$ cat src/rtl/mem_bus_pkg.sv
// Shared types and constants for the CPU-to-slave memory bus controller.
package mem_bus_pkg;

   typedef enum logic [1:0] {IDLE, ACCESS, DONE} state_t;

   localparam int DEF_DATA_W  = 32;
   localparam int DEF_ADDR_W  = 32;
   localparam int DEF_N_SLV   = 4;
   localparam int DEF_TIMEOUT = 15;

   // Low address bits that must be zero for a word-aligned access
   localparam logic [1:0] MISALIGN_MASK = 2'b11;

endpackage

$ cat src/rtl/mem_bus_decode.sv
// Slave index to one-hot select decoder; flags indices with no slave behind them.
module mem_bus_decode #(
   parameter int N_SLV = 4,
   parameter int SEL_W = 2
) (
   input  logic [SEL_W-1:0] idx,
   output logic [N_SLV-1:0] sel,
   output logic             unmapped
);

   always_comb begin
      sel = '0;
      for (int i = 0; i < N_SLV; i++)
         sel[i] = (idx == SEL_W'(i));
   end

   assign unmapped = ~|sel;

endmodule

$ cat src/rtl/mem_bus_ctrl.sv
// Single-master bus controller: IDLE latches a CPU request, ACCESS waits on the
// selected slave, DONE returns the result. Define MEM_BUS_ERR_EN for error handling.
module mem_bus_ctrl
   import mem_bus_pkg::*;
#(
   parameter int DATA_W  = DEF_DATA_W,
   parameter int ADDR_W  = DEF_ADDR_W,
   parameter int N_SLV   = DEF_N_SLV,
   parameter int TIMEOUT = DEF_TIMEOUT
) (
   input  logic                    clk,
   input  logic                    reset,
   input  logic                    cpu_req,
   input  logic                    cpu_we,
   input  logic [ADDR_W-1:0]       cpu_addr,
   input  logic [DATA_W-1:0]       cpu_wdata,
   output logic [DATA_W-1:0]       cpu_rdata,
   output logic                    cpu_stall,
   output logic                    cpu_err,
   output logic [N_SLV-1:0]        slv_sel,
   output logic                    slv_we,
   output logic [ADDR_W-1:0]       slv_addr,
   output logic [DATA_W-1:0]       slv_wdata,
   input  logic [N_SLV*DATA_W-1:0] slv_rdata,
   input  logic [N_SLV-1:0]        slv_ready
);

   localparam int SEL_W = $clog2(N_SLV);
   localparam int WC_W  = $clog2(TIMEOUT + 1);

   state_t            state;
   logic [WC_W-1:0]   wait_cnt;
   logic              skip;
   logic [N_SLV-1:0]  dec_sel;
   logic              dec_unmapped;
   logic              bad;
   logic [DATA_W-1:0] rd_mux;

   mem_bus_decode #(.N_SLV(N_SLV), .SEL_W(SEL_W)) u_dec (
      .idx      (cpu_addr[ADDR_W-1 -: SEL_W]),
      .sel      (dec_sel),
      .unmapped (dec_unmapped)
   );

`ifdef MEM_BUS_ERR_EN
   assign bad = dec_unmapped | (|(cpu_addr[1:0] & MISALIGN_MASK));
`else
   assign bad = dec_unmapped;
   assign cpu_err = 1'b0;
`endif

   // slv_sel holds at most one bit, so OR-ing the selected lanes is a mux
   always_comb begin
      rd_mux = '0;
      for (int i = 0; i < N_SLV; i++)
         if (slv_sel[i]) rd_mux = rd_mux | slv_rdata[i*DATA_W +: DATA_W];
   end

   assign cpu_stall = cpu_req & (state != DONE);

   always_ff @(posedge clk or negedge reset) begin
      if (!reset) begin
         state     <= IDLE;
         cpu_rdata <= '0;
         slv_sel   <= '0;
         slv_we    <= 1'b0;
         slv_addr  <= '0;
         slv_wdata <= '0;
         wait_cnt  <= '0;
         skip      <= 1'b0;
`ifdef MEM_BUS_ERR_EN
         cpu_err   <= 1'b0;
`endif
      end else begin
         case (state)
            IDLE: if (cpu_req) begin
               slv_addr  <= cpu_addr;
               slv_we    <= cpu_we;
               slv_wdata <= cpu_wdata;
               slv_sel   <= bad ? '0 : dec_sel;
               skip      <= bad;
               wait_cnt  <= '0;
               state     <= ACCESS;
            end
            ACCESS: begin
               if (skip) begin
                  state <= DONE;
`ifdef MEM_BUS_ERR_EN
                  cpu_err <= 1'b1;
`else
                  if (!slv_we) cpu_rdata <= '0;
`endif
               end else if (|(slv_sel & slv_ready)) begin
                  if (!slv_we) cpu_rdata <= rd_mux;
                  slv_sel <= '0;
                  state   <= DONE;
               end else begin
                  wait_cnt <= wait_cnt + 1'b1;
`ifdef MEM_BUS_ERR_EN
                  if (wait_cnt == WC_W'(TIMEOUT - 1)) begin
                     slv_sel <= '0;
                     cpu_err <= 1'b1;
                     state   <= DONE;
                  end
`endif
               end
            end
            DONE: begin
               state <= IDLE;
`ifdef MEM_BUS_ERR_EN
               cpu_err <= 1'b0;
`endif
            end
            default: state <= IDLE;
         endcase
      end
   end

endmodule

$ cat config.mk
export PLATFORM = sky130hd
export DESIGN_NAME = mem_bus_ctrl
export DESIGN_NICKNAME = d
export VERILOG_FILES = /design/src/rtl/mem_bus_pkg.sv /design/src/rtl/mem_bus_decode.sv /design/src/rtl/mem_bus_ctrl.sv
export SDC_FILE = /design/constraint.sdc
export NUM_CORES = 1
export LEC_CHECK = 0
export ABC_AREA = 1
export BUFFER_PORTS_ARGS = -buffer_cell sky130_fd_sc_hd__buf_4
export CAP_MARGIN = 25
export CORE_ASPECT_RATIO = 0.6
export CORE_MARGIN = 2
export CORE_UTILIZATION = 45
export DETAILED_ROUTE_END_ITERATION = 7
export GPL_ROUTABILITY_DRIVEN = 0
export HOLD_SLACK_MARGIN = 0.12
export PLACE_DENSITY = 0.82
export SLEW_MARGIN = 20
export SYNTH_ARGS = -nofsm -noshare
export SYNTH_HDL_FRONTEND = slang
export SYNTH_SLANG_ARGS = --single-unit
export TNS_END_PERCENT = 1
$ cat constraint.sdc
create_clock -name clk -period 2.3 [get_ports clk]
set_input_delay 0.115 -clock clk [delete_from_list [all_inputs] [get_ports clk]]
set_output_delay 0.115 -clock clk [all_outputs]
set_load 0.05 [all_outputs]
# Yosys cells after proc, flatten, opt, wreduce, memory -nomap -nowiden
# Index checks and enable logic that the tools add are counted.
dict set report classes {
  muxes 17
  n_bitwise 5
  eq_ne 11
  n_reduce_logical 11
}
# op count
set op_table {}
lappend op_table {{$mux 32} 8}
lappend op_table {{$or 32x32->32} 3}
lappend op_table {{$mux 4} 4}
lappend op_table {{$ne 2x2->1 const B} 6}
lappend op_table {{$pmux 4 s2} 1}
lappend op_table {{$reduce_and 4->1} 2}
lappend op_table {{$reduce_or 4->1} 2}
lappend op_table {{$mux 2} 3}
lappend op_table {{$and 4x4->4} 1}
lappend op_table {{$eq 2x1->1 const B} 2}
lappend op_table {{$eq 2x2->1 const B} 2}
lappend op_table {{$logic_not 2->1} 2}
lappend op_table {{$pmux 2 s2} 1}
lappend op_table {{$reduce_and 2->1} 2}
lappend op_table {{$reduce_bool 2->1} 2}
lappend op_table {{$ne 3x3->1 const B} 1}
lappend op_table {{$and 1x1->1} 1}
lappend op_table {{$logic_not 1->1} 1}
dict set report totals {
  word_cells 51
  output_inout_bits 103
  in_bits 200
  reg_bits 104
}

# Longest topological paths before layout
dict set report depth {
  depth_word 10
  mapped_depth 9
  depth_no_buf 7
}

# By module
# From an unflattened synthesis, not the netlist that was laid out.
dict set report unflattened {
  hier_cells 757
  hier_area_um2 5313.8
}
# mod cells_each area_each_um2 instances
set modules_own_cells {}
lappend modules_own_cells {mem_bus_ctrl 748 5276.3 1}
lappend modules_own_cells {mem_bus_decode 9 37.5 1}

# Least setup slack after synthesis
# Ideal clock, no wire load.
dict set report synth_timing {
  kind {flip-flop to output port}
  start {reg state[1]}
  end {out cpu_stall}
  path_buffers 0
  required_time_ns 2.185
  path_stages_with_launch 2
  slack_ns 0.654
  t_arrival_ns 1.531
  path_cell_list {dfrtp_1 a21boi_0}
}
dict set report synth_via {
  elab_chain_cells 2
}
# item line
set synth_rtl {}
lappend synth_rtl {{start: declaration} mem_bus_ctrl.sv:31} ;# state_t state;
lappend synth_rtl {{start signal: assignment} mem_bus_ctrl.sv:63} ;# state <= IDLE;
lappend synth_rtl {{start signal: assignment} mem_bus_ctrl.sv:83} ;# state <= ACCESS;
lappend synth_rtl {{start signal: assignment} mem_bus_ctrl.sv:87} ;# state <= DONE;
lappend synth_rtl {{$ne 2x2->1} mem_bus_ctrl.sv:59} ;# assign cpu_stall = cpu_req & (state != DONE);
lappend synth_rtl {{$and 1x1->1} mem_bus_ctrl.sv:59}
lappend synth_rtl {{end: declaration} mem_bus_ctrl.sv:18} ;# output logic cpu_stall,
# Every way passes these cells.

# Worst setup path after layout
dict set report layout_timing {
  start {reg state[0]}
  end {reg slv_addr[16]}
}
dict set report layout_via {
  elab_chain_cells 2
}
# item line
set layout_rtl {}
lappend layout_rtl {{$logic_not 2->1} mem_bus_ctrl.sv:75} ;# case (state)
lappend layout_rtl {{$reduce_and 2->1 (no line)} n/a}
lappend layout_rtl {{end signal: assignment} mem_bus_ctrl.sv:77} ;# slv_addr <= cpu_addr;
lappend layout_rtl {{end: declaration} mem_bus_ctrl.sv:22} ;# output logic [ADDR_W-1:0] slv_addr,
# Every way passes these cells.
# A chain may end at the register's enable or synchronous reset.

==> reports/qor.csv <==
stage,metric,value,unit
pwr,p_leak,4.888,nW
yosys,yosys_register_bits,104,
critical_path,cp_common_cell,nand2_1,
final_layout,area_growth,63.40,%
run_status,outcome,completed,
final_layout,final_area,8417,sq um
timing,whs,0.1990,ns
cts,clock_sinks,104,
run,cap_violations,0,
global_routing,grt_pass1_vias,5901,
die,pin_count,303,
critical_path,end_kind,flop,
critical_path,cp_top_family,buffers and inverters,
critical_path,critPathLaunchType,flop,
drt,routed_wl,17890,microns
die,row_count,30,
timing,post-route-min-period,1.558,ns
pwr,power_density,1334,nW/um^2
die,die_w,142.1,microns
timing,rsz0062_at_grt,no,
critical_path,path_cells,inv_1 -> nand3_2 -> inv_2 -> buf_12 -> nand2_1 -> nand2_1,
die,die_area,12350,sq um
cts,cts_htree_levels,3,
global_routing,antenna_found_initial,0,
place,dpl.hpwl,11990,microns
global_routing,overflow,0,
yosys,netlist_instances,735,
critical_path,critPathKind,flop to flop,
final_layout,diodes,0,
place,port_buffers,301,
place,dp_slack,0.7260,ns
cts,cts_tree,built,
timing,setup_violations,0,
cts,path_clk_slew,0.07,ns
cts,ctsResizeCount,0,
final_layout,drive_gt1_frac,0.3109,
drt,viasPerCell,4.839,
critical_path,crit_path_max_fanout,35,
timing,fin_ws,0.7419,ns
global_routing,grt_util_all_layers,0.2890,
critical_path,cp.arrival,1.83,ns
critical_path,rrSetupSlack,0.74,ns
yosys,syn-num-nets,935,
critical_path,crit_buf_inv,3,
place,placed_cell_area,7468,sq um
yosys,syn_avg_cell_area,7.008,sq um
yosys,synthesis.area,5151,sq um
cts,insertion_delay,0.34,ns
cts,numCtsBuffers,9,
drt,wire_per_inst,14.53,microns
drt,drt-initial-drc-count,281,
critical_path,cp_data_required_time,2.57,ns
timing,fmax,641.8,MHz
critical_path,cpMaxStageDelayCell,inv_2,
cts,post_cts_buffers,0,
drt,drc,0,
timing,skew,0.01071,ns
timing,tightest_slew,0.5386,ns
global_routing,grt_max_degree,36,
pwr,peakVddDrop,0.7667,mV
global_routing,grt_first_pass_wirelength,28430,microns
hold_path,hold_class,primary input to flop,
drt,vias,5957,
timing,timing_hold_violations_final,0,
yosys,seq_area_frac_synth,0.5052,
yosys,synth.distinct_cells,21,
critical_path,critPathMaxStageDelay,0.42,ns
final_layout,nets,1283,
yosys,synth_warnings,0,
cts,ctsLongestPathBuffers,2,
place,placedCellCount,1149,
cts,root_buffer,clkbuf_16,
timing,fin_setup_tns,0,ns
timing,finalCritPeriodShare,0.6774,
final_layout,final_cells,1231,
timing,report.final.slew_viol_count,0,
drt,ant_nets,0,
die,initial_core_util,0.4590,
drt,drtPass1Iterations,5,
die,die_y,86.88,microns
timing,max-slew-margin-rel,0.6404,
die,core_region_area,11220,sq um
cts,cts-hold-fix-buffers,67,
-- state kept, by name (all words and copies together) (netlist names) --
register	flops
slv_we	1
slv_sel	4
state	2
cpu_rdata	32
slv_addr	32
slv_wdata	32
skip	1
-- per-layer routing --
metal,routed length [microns],global-route usage
met3,1366,0.07697
met5,0,0
met4,250,0.06545
met1,7318,0.3616
met2,8954,0.5086
-- cells in the mapped netlist, drive strengths merged --
master / n / area (sq um)
nand3: 37 / 190.2
conb: 1 / 3.750
o21ai: 4 / 20.02
a21oi: 1 / 5.000
dfrtp: 104 / 2603
nor2: 68 / 270.3
inv: 6 / 22.52
a21boi: 1 / 7.510
buf: 38 / 219.0
clkbuf: 5 / 18.77
nand2: 466 / 1772
nor3: 4 / 20.02
-- path summary, 6_finish.rpt --
path | to | start | cells past startpoint
max reg2reg | slv_addr[16]$_DFFE_PN0P_ | state[0]$_DFFE_PN0P_ | 6
max | slv_addr[16]$_DFFE_PN0P_ | state[0]$_DFFE_PN0P_ | 6
min | state[1]$_DFFE_PN0P_ | slv_ready[3] | 5
max in group asynchronous | slv_addr[15]$_DFFE_PN0P_ | reset | 3
min reg2reg | cpu_rdata[31]$_DFFE_PN0P_ | cpu_rdata[31]$_DFFE_PN0P_ | 2
min in group asynchronous | cpu_rdata[25]$_DFFE_PN0P_ | reset | 2
-- final cells by class --
class / instances / area (sq um)
Inverter: 6 / 22.52
Timing Repair Buffer: 380 / 3045
Clock buffer: 9 / 225.2
Sequential cell: 104 / 2603
Tap cell: 144 / 180.2
Clock inverter: 6 / 52.55
Fill cell: 859 / 2806
Multi-Input combinational cell: 582 / 2288
-- power breakdown --
part           internal [mW]  switching [mW]  total, mW  leakage, nW
Combinational           1.95            4.76       6.71         3.44
Sequential              2.60           0.471       3.08         1.32
Clock                  0.746           0.691       1.44        0.130
-- cells by family after synthesis --
group           after synthesis  synth area share
buf+inv                      49           0.05052
simple gates                575            0.4372
flops                       104            0.5052
compound gates                6          0.006315
other cells                   1         0.0007280
-- worst register-to-register path: stages (launching register included) --
cell and delay, ns:
dfrtp_1 0.40, inv_1 0.11, nand3_2 0.11, inv_2 0.42
buf_12 0.27, nand2_1 0.10, nand2_1 0.09
-- stage by stage --
step,util,power (mW)
2_1_floorplan,-,7.544
3_3_place_gp,0.6654,9.544
3_5_place_dp,0.6654,9.648
4_1_cts,0.7499,11.20
5_1_grt,0.7499,11.88
6_report,0.7499,11.22
-- layout by cell type, fill, tap and decap left out --
| cell type | count |
|---|---|
| nor2_4 | 2 |
| inv_8 | 1 |
| clkbuf_16 | 9 |
| clkinvlp_4 | 2 |
| inv_6 | 2 |
| nand2_4 | 2 |
| o21ai_0 | 2 |
| nand3_2 | 1 |
| nand2_2 | 3 |
| conb_1 | 1 |
| o21ai_1 | 2 |
| inv_1 | 4 |
| inv_2 | 2 |
| a21oi_1 | 1 |
| buf_4 | 311 |
| dfrtp_1 | 104 |
| dlygate4sd3_1 | 67 |
| buf_12 | 2 |
| nand2_1 | 461 |
| nand3_1 | 36 |
| nor3_1 | 4 |
| clkinv_4 | 1 |
| nor2_1 | 66 |
| a21boi_0 | 1 |
(Power assumes the default switching activity.)
